## src/rtl/chooser_pkg.sv

```systemverilog
// Shared widths, the all-off LED value and the code-to-one-hot decode used by chooser_38.
package chooser_pkg;

  localparam int unsigned CODE_W = 3;
  localparam int unsigned LED_W  = 1 << CODE_W;

  localparam logic [LED_W-1:0] LED_ALL_OFF_H = 8'h00;

  typedef logic [CODE_W-1:0] code_t;
  typedef logic [LED_W-1:0]  led_t;

  // Unknown or X codes fall through to all-off rather than a stray LED.
  function automatic led_t code_to_onehot(input code_t code);
    led_t oh;
    case (code)
      3'd0:    oh = 8'h01;
      3'd1:    oh = 8'h02;
      3'd2:    oh = 8'h04;
      3'd3:    oh = 8'h08;
      3'd4:    oh = 8'h10;
      3'd5:    oh = 8'h20;
      3'd6:    oh = 8'h40;
      3'd7:    oh = 8'h80;
      default: oh = LED_ALL_OFF_H;
    endcase
    return oh;
  endfunction

endpackage

```

## src/rtl/decode_3to8.sv

```systemverilog
// Purely combinational 3-to-8 one-hot decoder.
module decode_3to8
  import chooser_pkg::*;
(
  input  logic [CODE_W-1:0] codeIn,
  output logic [LED_W-1:0]  onehot
);

  always_comb begin
    onehot = code_to_onehot(codeIn);
  end

endmodule

```

## src/rtl/chooser_38.sv

```systemverilog
// Registered 3-to-8 one-hot LED decoder with selectable output polarity.
module chooser_38
  import chooser_pkg::*;
#(
  parameter bit OUT_ACTIVE_LOW = 1'b0
) (
  input  logic              clk,
  input  logic              rst,
  input  logic [CODE_W-1:0] codeIn,
  output logic [LED_W-1:0]  ledOut
);

  localparam led_t LED_OFF = OUT_ACTIVE_LOW ? ~LED_ALL_OFF_H : LED_ALL_OFF_H;

  led_t onehot;
  led_t driveVal;

  decode_3to8 uDecode (
    .codeIn (codeIn),
    .onehot (onehot)
  );

  always_comb begin
    driveVal = OUT_ACTIVE_LOW ? ~onehot : onehot;
  end

  always_ff @(posedge clk) begin
    if (rst) begin
      ledOut <= LED_OFF;
    end else begin
      ledOut <= driveVal;
    end
  end

endmodule

```

## config.mk

```make
export PLATFORM = sky130hd
export DESIGN_NAME = chooser_38
export DESIGN_NICKNAME = d
export VERILOG_FILES = /design/src/rtl/chooser_pkg.sv /design/src/rtl/decode_3to8.sv /design/src/rtl/chooser_38.sv
export SDC_FILE = /design/constraint.sdc
export NUM_CORES = 1
export LEC_CHECK = 0
export CELL_PAD_IN_SITES_DETAIL_PLACEMENT = 0
export CELL_PAD_IN_SITES_GLOBAL_PLACEMENT = 2
export CORE_AREA = 3 3 40 42
export CTS_CLUSTER_DIAMETER = 50
export DETAILED_ROUTE_END_ITERATION = 10
export DIE_AREA = 0 0 43 45
export PLACE_DENSITY = 0.66
export SYNTH_ARGS = -nofsm -noshare
export SYNTH_HDL_FRONTEND = slang
export SYNTH_SLANG_ARGS = --single-unit
```

## constraint.sdc

```tcl
create_clock -name clk -period 1.7 [get_ports clk]
set_clock_uncertainty 0.2 [all_clocks]
set_input_delay 0.425 -clock clk [delete_from_list [all_inputs] [get_ports clk]]
set_output_delay 0.425 -clock clk [all_outputs]
set_load 0.01 [all_outputs]
```

==> results.md, run 1 <==
* Core area at 1280 µm²
* CP delay by family, top: flip-flops
* Unrepaired setup endpoints after global routing: no
* Vias in the first global route at 189
* Area fraction of the dominant cell type after synthesis at 66.3%
* Die H at 45 µm
* TritonCTS Buffers at 3
* Hold WC Path Type: in2reg
* Final WS setup at 0.257 ns
* Number of antenna diodes at 0
* Crit path time final at 1.44 ns
* Multi-input logic area at 81.3 µm²
* Sum Neg Setup Slack at 0 ns
* Cells after DPL at 43
* Fmax at 0.693 GHz
* Drt pass-1 iters at 2
* Sequential element share of the synthesized area at 66.3%
* Post-route cell area at 393 µm²
* First-pass GRT wire length at 841 µm
* Crit path capture type: primary output
* Ys Warns at 0
* CP cell instances: dlygate4sd2_1
* Post-Syn Area at 241 µm²
* Placement Setup Slack at 0.0962 ns
* GRT Total Usage at 6.52%
* Number of remaining DRC errors at 0
* Final core occ at 30.6%
* Syn_area_per_cell at 15.1 µm²
* Cts hold-fix bufs at 0
* Largest Register: ledOut
* PortBufs at 12
* RePlAce Congestion at 0.694
* Per-cell routed wire length at 10.5 µm
* Congestion Overflow GR at 0
* Ys flop type: dfxtp_1
* Clk pin slew, worst setup/hold paths at 0.05 ns
* Crit-path max FO at 1
* Period utilization at 84.9%
* CP Buf/Inv Count at 1
* Layout area overhead at 62.7%
* Post-synth EDFFs at 0
* Commonest cells in the netlist: dfxtp_1, and4bb_2, nor4b_1
* Mapped Nets at 21
* Top post-synthesis cells by area: dfxtp_1, and4bb_2, nor4b_1
* VDD IR max at 457 µV
* Area after DPL at 380 µm²
* Row Count at 13
* Clock tree sinks at 8
* CP Class: reg2out
* Yosys cell types at 5
* Min Hold Slack at 0.688 ns
* Post-DP HPWL at 358 µm
* Maxcap violations at 0
* Leakage at 0.178 nW
* Initial Util at 18.8%
* Design Power at 0.365 mW
* Drt total wl at 484 µm
* Slew Limit Fails at 0
* Rel. slew slack at 81.0%
* Die area at 1940 µm²
* CP max stage delay at 0.30 ns
* Seq. cell area at 160 µm²
* Via count at 180
* Buffer count from post-CTS setup fixing at 0
* FILL cells at 141
* Fin. Hold Viols at 0
* Registers with the highest flip-flop counts: ledOut x8
* Setup crit start kind: flop
* Max reg flops at 8
* Post-synthesis async set-or-reset flop share at 0%
* Clock Root Buffer: clkbuf_4
* CTS tree: done
* Worst EP required at 1.07 ns
* Clk buf depth at 2
* Post-route ant nets at 0
* Worst slew pin tran at 0.281 ns
* Synth Register Bits at 8
* Vias per std cell at 3.91
* Fin cells at 46
* Mapped Cells at 16
* Starting DRT DRC Count at 2
* H-tree levels at 1
* Slowest cell on crit path: dfxtp_1
* Largest net degree at the start of global routing at 9
* Most common cell in the synthesized netlist: dfxtp_1
* Initial antenna violation count at 0
* Outcome: finished, final reports clean
* Final setup fails at 0
* Crit path DAT at 0.82 ns
* PwrDens at 928 nW/µm²
* Share of cells above drive strength 1 at 22.6%
* Die Width at 43 µm
* Final nets at 38
* Post-synth top area cell: dfxtp_1
* Top Ports at 13
[cell families (layout without fill, tap and decap cells)]
group	after synthesis	after routing	share of synthesized area (%)
DFF	8	8	66.3
and+or+nand+nor	8	8	33.7
buffers and inverters	0	15	0
[timing repair]
item | 4_1_cts | 5_1_grt
hold endpoints to repair | 0 | 0
setup endpoints to repair | 8 | 0
gates resized for setup | 8 | 0
[worst paths after layout]
| check | startpoint | cells after the start | slack [ns] | end |
|---|---|---|---|---|
| max | ledOut[5]$_SDFF_PP0_ | 1 | 0.26 | ledOut[5] |
| min | codeIn[1] | 2 | 0.69 | ledOut[1]$_SDFF_PP0_ |
[power by group]
part / internal (mW) / switching, mW / leakage, nW
Clock: 0.0804 / 0.0583 / 0.0138
Sequential: 0.193 / 0.000878 / 0.0651
Combinational: 0.0184 / 0.0139 / 0.0990
[layout make-up]
type	instances	share of cell area, %
Multi-Input combinational cell	8	20.7
Tap cell	15	4.78
Timing Repair Buffer	12	28.0
Clock buffer	3	5.73
Sequential cell	8	40.8
[layer usage]
metal  wire length [µm]  part of all wire, %  global-route usage, %  vias to the layer above
li1                   -                    -                      -                       98
met1                232                   48                   7.32                       67
met2                159                   33                   6.89                       13
met3                 83                   17                   5.18                        2
met4                  8                  1.7                   7.23                        0
met5                  0                    0                      0                        -
[cell usage in the layout (no fill, tap or decap)]
master           Yosys  final
and4b_2              1      1
nor4_1               1      1
clkbuf_4             0      3
clkdlybuf4s50_1      0      4
dfxtp_1              8      8
and4bb_2             3      3
dlygate4sd2_1        0      8
nor4b_1              3      3
Note: power is estimated with default switching activity, not from simulation.
==> run 2: changes to the inputs <==
--- a/config.mk
+++ b/config.mk
@@ -7,11 +7,11 @@
 export LEC_CHECK = 0
 export CELL_PAD_IN_SITES_DETAIL_PLACEMENT = 0
 export CELL_PAD_IN_SITES_GLOBAL_PLACEMENT = 2
-export CORE_AREA = 3 3 40 42
+export CORE_MARGIN = 3
+export CORE_UTILIZATION = 18
 export CTS_CLUSTER_DIAMETER = 50
 export DETAILED_ROUTE_END_ITERATION = 10
-export DIE_AREA = 0 0 43 45
-export PLACE_DENSITY = 0.66
+export PLACE_DENSITY = 0.68
 export SYNTH_ARGS = -nofsm -noshare
 export SYNTH_HDL_FRONTEND = slang
 export SYNTH_SLANG_ARGS = --single-unit
==> constraint.sdc (replaced) <==
create_clock -name clk -period 1.2 [get_ports clk]
set_clock_uncertainty 0.2 [all_clocks]
set_input_delay 0.3 -clock clk [delete_from_list [all_inputs] [get_ports clk]]
set_output_delay 0.3 -clock clk [all_outputs]
set_load 0.01 [all_outputs]
==> run 2 against run 1 <==
Compared with the run above:
- sequential power grew 42%
- cell count shrank 2.2%
- combinational power grew 42%
- setup slack lost 0.24 ns
- flip-flop and latch count is the same
- die area shrank 6.1%
- clock-buffer cell count is the same
- first-iteration DRC count is the same
- final area grew 0.64%
- power grew 43%
- hold slack lost 0.48 ns
- critical path depth is the same
==> results.md, run 2 (synthesized netlist as in run 1, its figures left out) <==
* Row Count at 12
* Starting DRT DRC Count at 2
* Outcome: finished, final reports clean
* Rel. slew slack at 82.9%
* Period utilization at 98.2%
* Design Power at 0.521 mW
* Largest net degree at the start of global routing at 9
* Unrepaired setup endpoints after global routing: yes
* PortBufs at 12
* Number of remaining DRC errors at 0
* Most frequent cells in the layout: dfxtp_1, buf_2
* Sum Neg Setup Slack at 0 ns
* Vias per std cell at 4.20
* CP Buf/Inv Count at 1
* Via count at 189
* Crit-path max FO at 1
* Placement Setup Slack at -0.327 ns
* Worst hold start: codeIn[2]
* Congestion Overflow GR at 0
* PwrDens at 1320 nW/µm²
* Final setup fails at 0
* Fin. Hold Viols at 0
* Number of antenna diodes at 0
* Leakage at 0.178 nW
* Top Ports at 13
* Post-route cell area at 395 µm²
* Die area at 1820 µm²
* Core area at 1190 µm²
* Slew Limit Fails at 0
* Setup crit start kind: flop
* CP cell instances: buf_6
* Clk pin slew, worst setup/hold paths at 0.05 ns
* RePlAce Congestion at 0.591
* Drt total wl at 531 µm
* First-pass GRT wire length at 855 µm
* Initial Util at 20.4%
* Hold WC Path Type: in2reg
* Worst slew pin tran at 0.253 ns
* CP Depth at 1
* Share of cells above drive strength 1 at 64.5%
* Worst Hold End: ledOut[1]$_SDFF_PP0_
* Layout area overhead at 63.7%
* Clock tree sinks at 8
* Slowest cell on crit path: dfxtp_2
* Area after DPL at 379 µm²
* Crit path launch: ledOut[5]$_SDFF_PP0_
* Crit path DAT at 0.68 ns
* Clk buf depth at 2
* CP max stage delay at 0.32 ns
* Largest Register: ledOut
* Worst EP required at 0.70 ns
* Initial antenna violation count at 0
* Buffer count from post-CTS setup fixing at 0
* Crit path capture type: primary output
* VDD IR max at 428 µV
* H-tree levels at 1
* Final WS setup at 0.0214 ns
* Drt pass-1 iters at 5
* TritonCTS Buffers at 3
* Maxcap violations at 0
* Final nets at 38
* Vias in the first global route at 184
* Die H at 42.6 µm
* CTS tree: done
* Post-route ant nets at 0
* Hold path cells at 2
* Per-cell routed wire length at 11.8 µm
* Registers with the highest flip-flop counts: ledOut x8
* Max reg flops at 8
* GRT Total Usage at 7.23%
* CP delay by family, top: flip-flops
* CP Class: reg2out
* Fmax at 0.848 GHz
* Crit path time final at 1.18 ns
* Clock Root Buffer: clkbuf_4
* Final core occ at 33.3%
* Die Width at 42.6 µm
* Cts hold-fix bufs at 0
## run 2: cell types whose count changed in the layout (fill, tap and decap cells not counted), sizes merged
cell           previous run  this run
buf                       0         8
clkdlybuf4s50             4         0
dlygate4sd2               8         3
dlymetal6s2s              0         1
## run 2: how the worst max path moves through the flow
| stage | endpoint | slack (ns) |
|---|---|---|
| floorplan | ledOut[1]$_SDFF_PP0_ | 0.37 |
| finish | ledOut[5] | 0.02 |
| global route | ledOut[3] | -0.02 |
| detailed placement | ledOut[4]$_SDFF_PP0_ | -0.33 |
| global placement | ledOut[1]$_SDFF_PP0_ | -0.27 |
| CTS | ledOut[5] | 0.0004 |
## run 2: metal layers
layer  track usage [%]  vias to the layer above  part of all wire [%]
met4              7.45                        0                  0.75
met5                 0                        -                     0
met2              8.98                        8                    48
met3              6.87                        2                    11
li1                  -                       94                     -
met1              6.41                       85                    40
## run 2: what timing repair did
item,4_1_cts,5_1_grt
endpoints found under the setup margin,10,11
gates resized for setup,38,6
hold endpoints to repair,0,0
## run 2: area by class of cell
cell class | count | area (µm²)
fill | 130 | 791
timing repair buffer | 12 | 97.6
sequential | 8 | 164
multi-input combinational | 8 | 93.8
clock buffer | 3 | 22.5
tap | 14 | 17.5
## run 2: per-stage QoR
stage               hold slack [ns]  cells
floorplan                     0.172     16
global placement              0.801     42
detailed placement            0.816     42
CTS                           0.285     45
global route                  0.225     45
finish                        0.206     45
## run 2: power breakdown
group          internal (mW)  total, mW  switching [mW]
registers              0.274      0.276         0.00203
clock network          0.114      0.200          0.0859
logic                 0.0241     0.0458          0.0217
total                  0.412      0.521           0.110
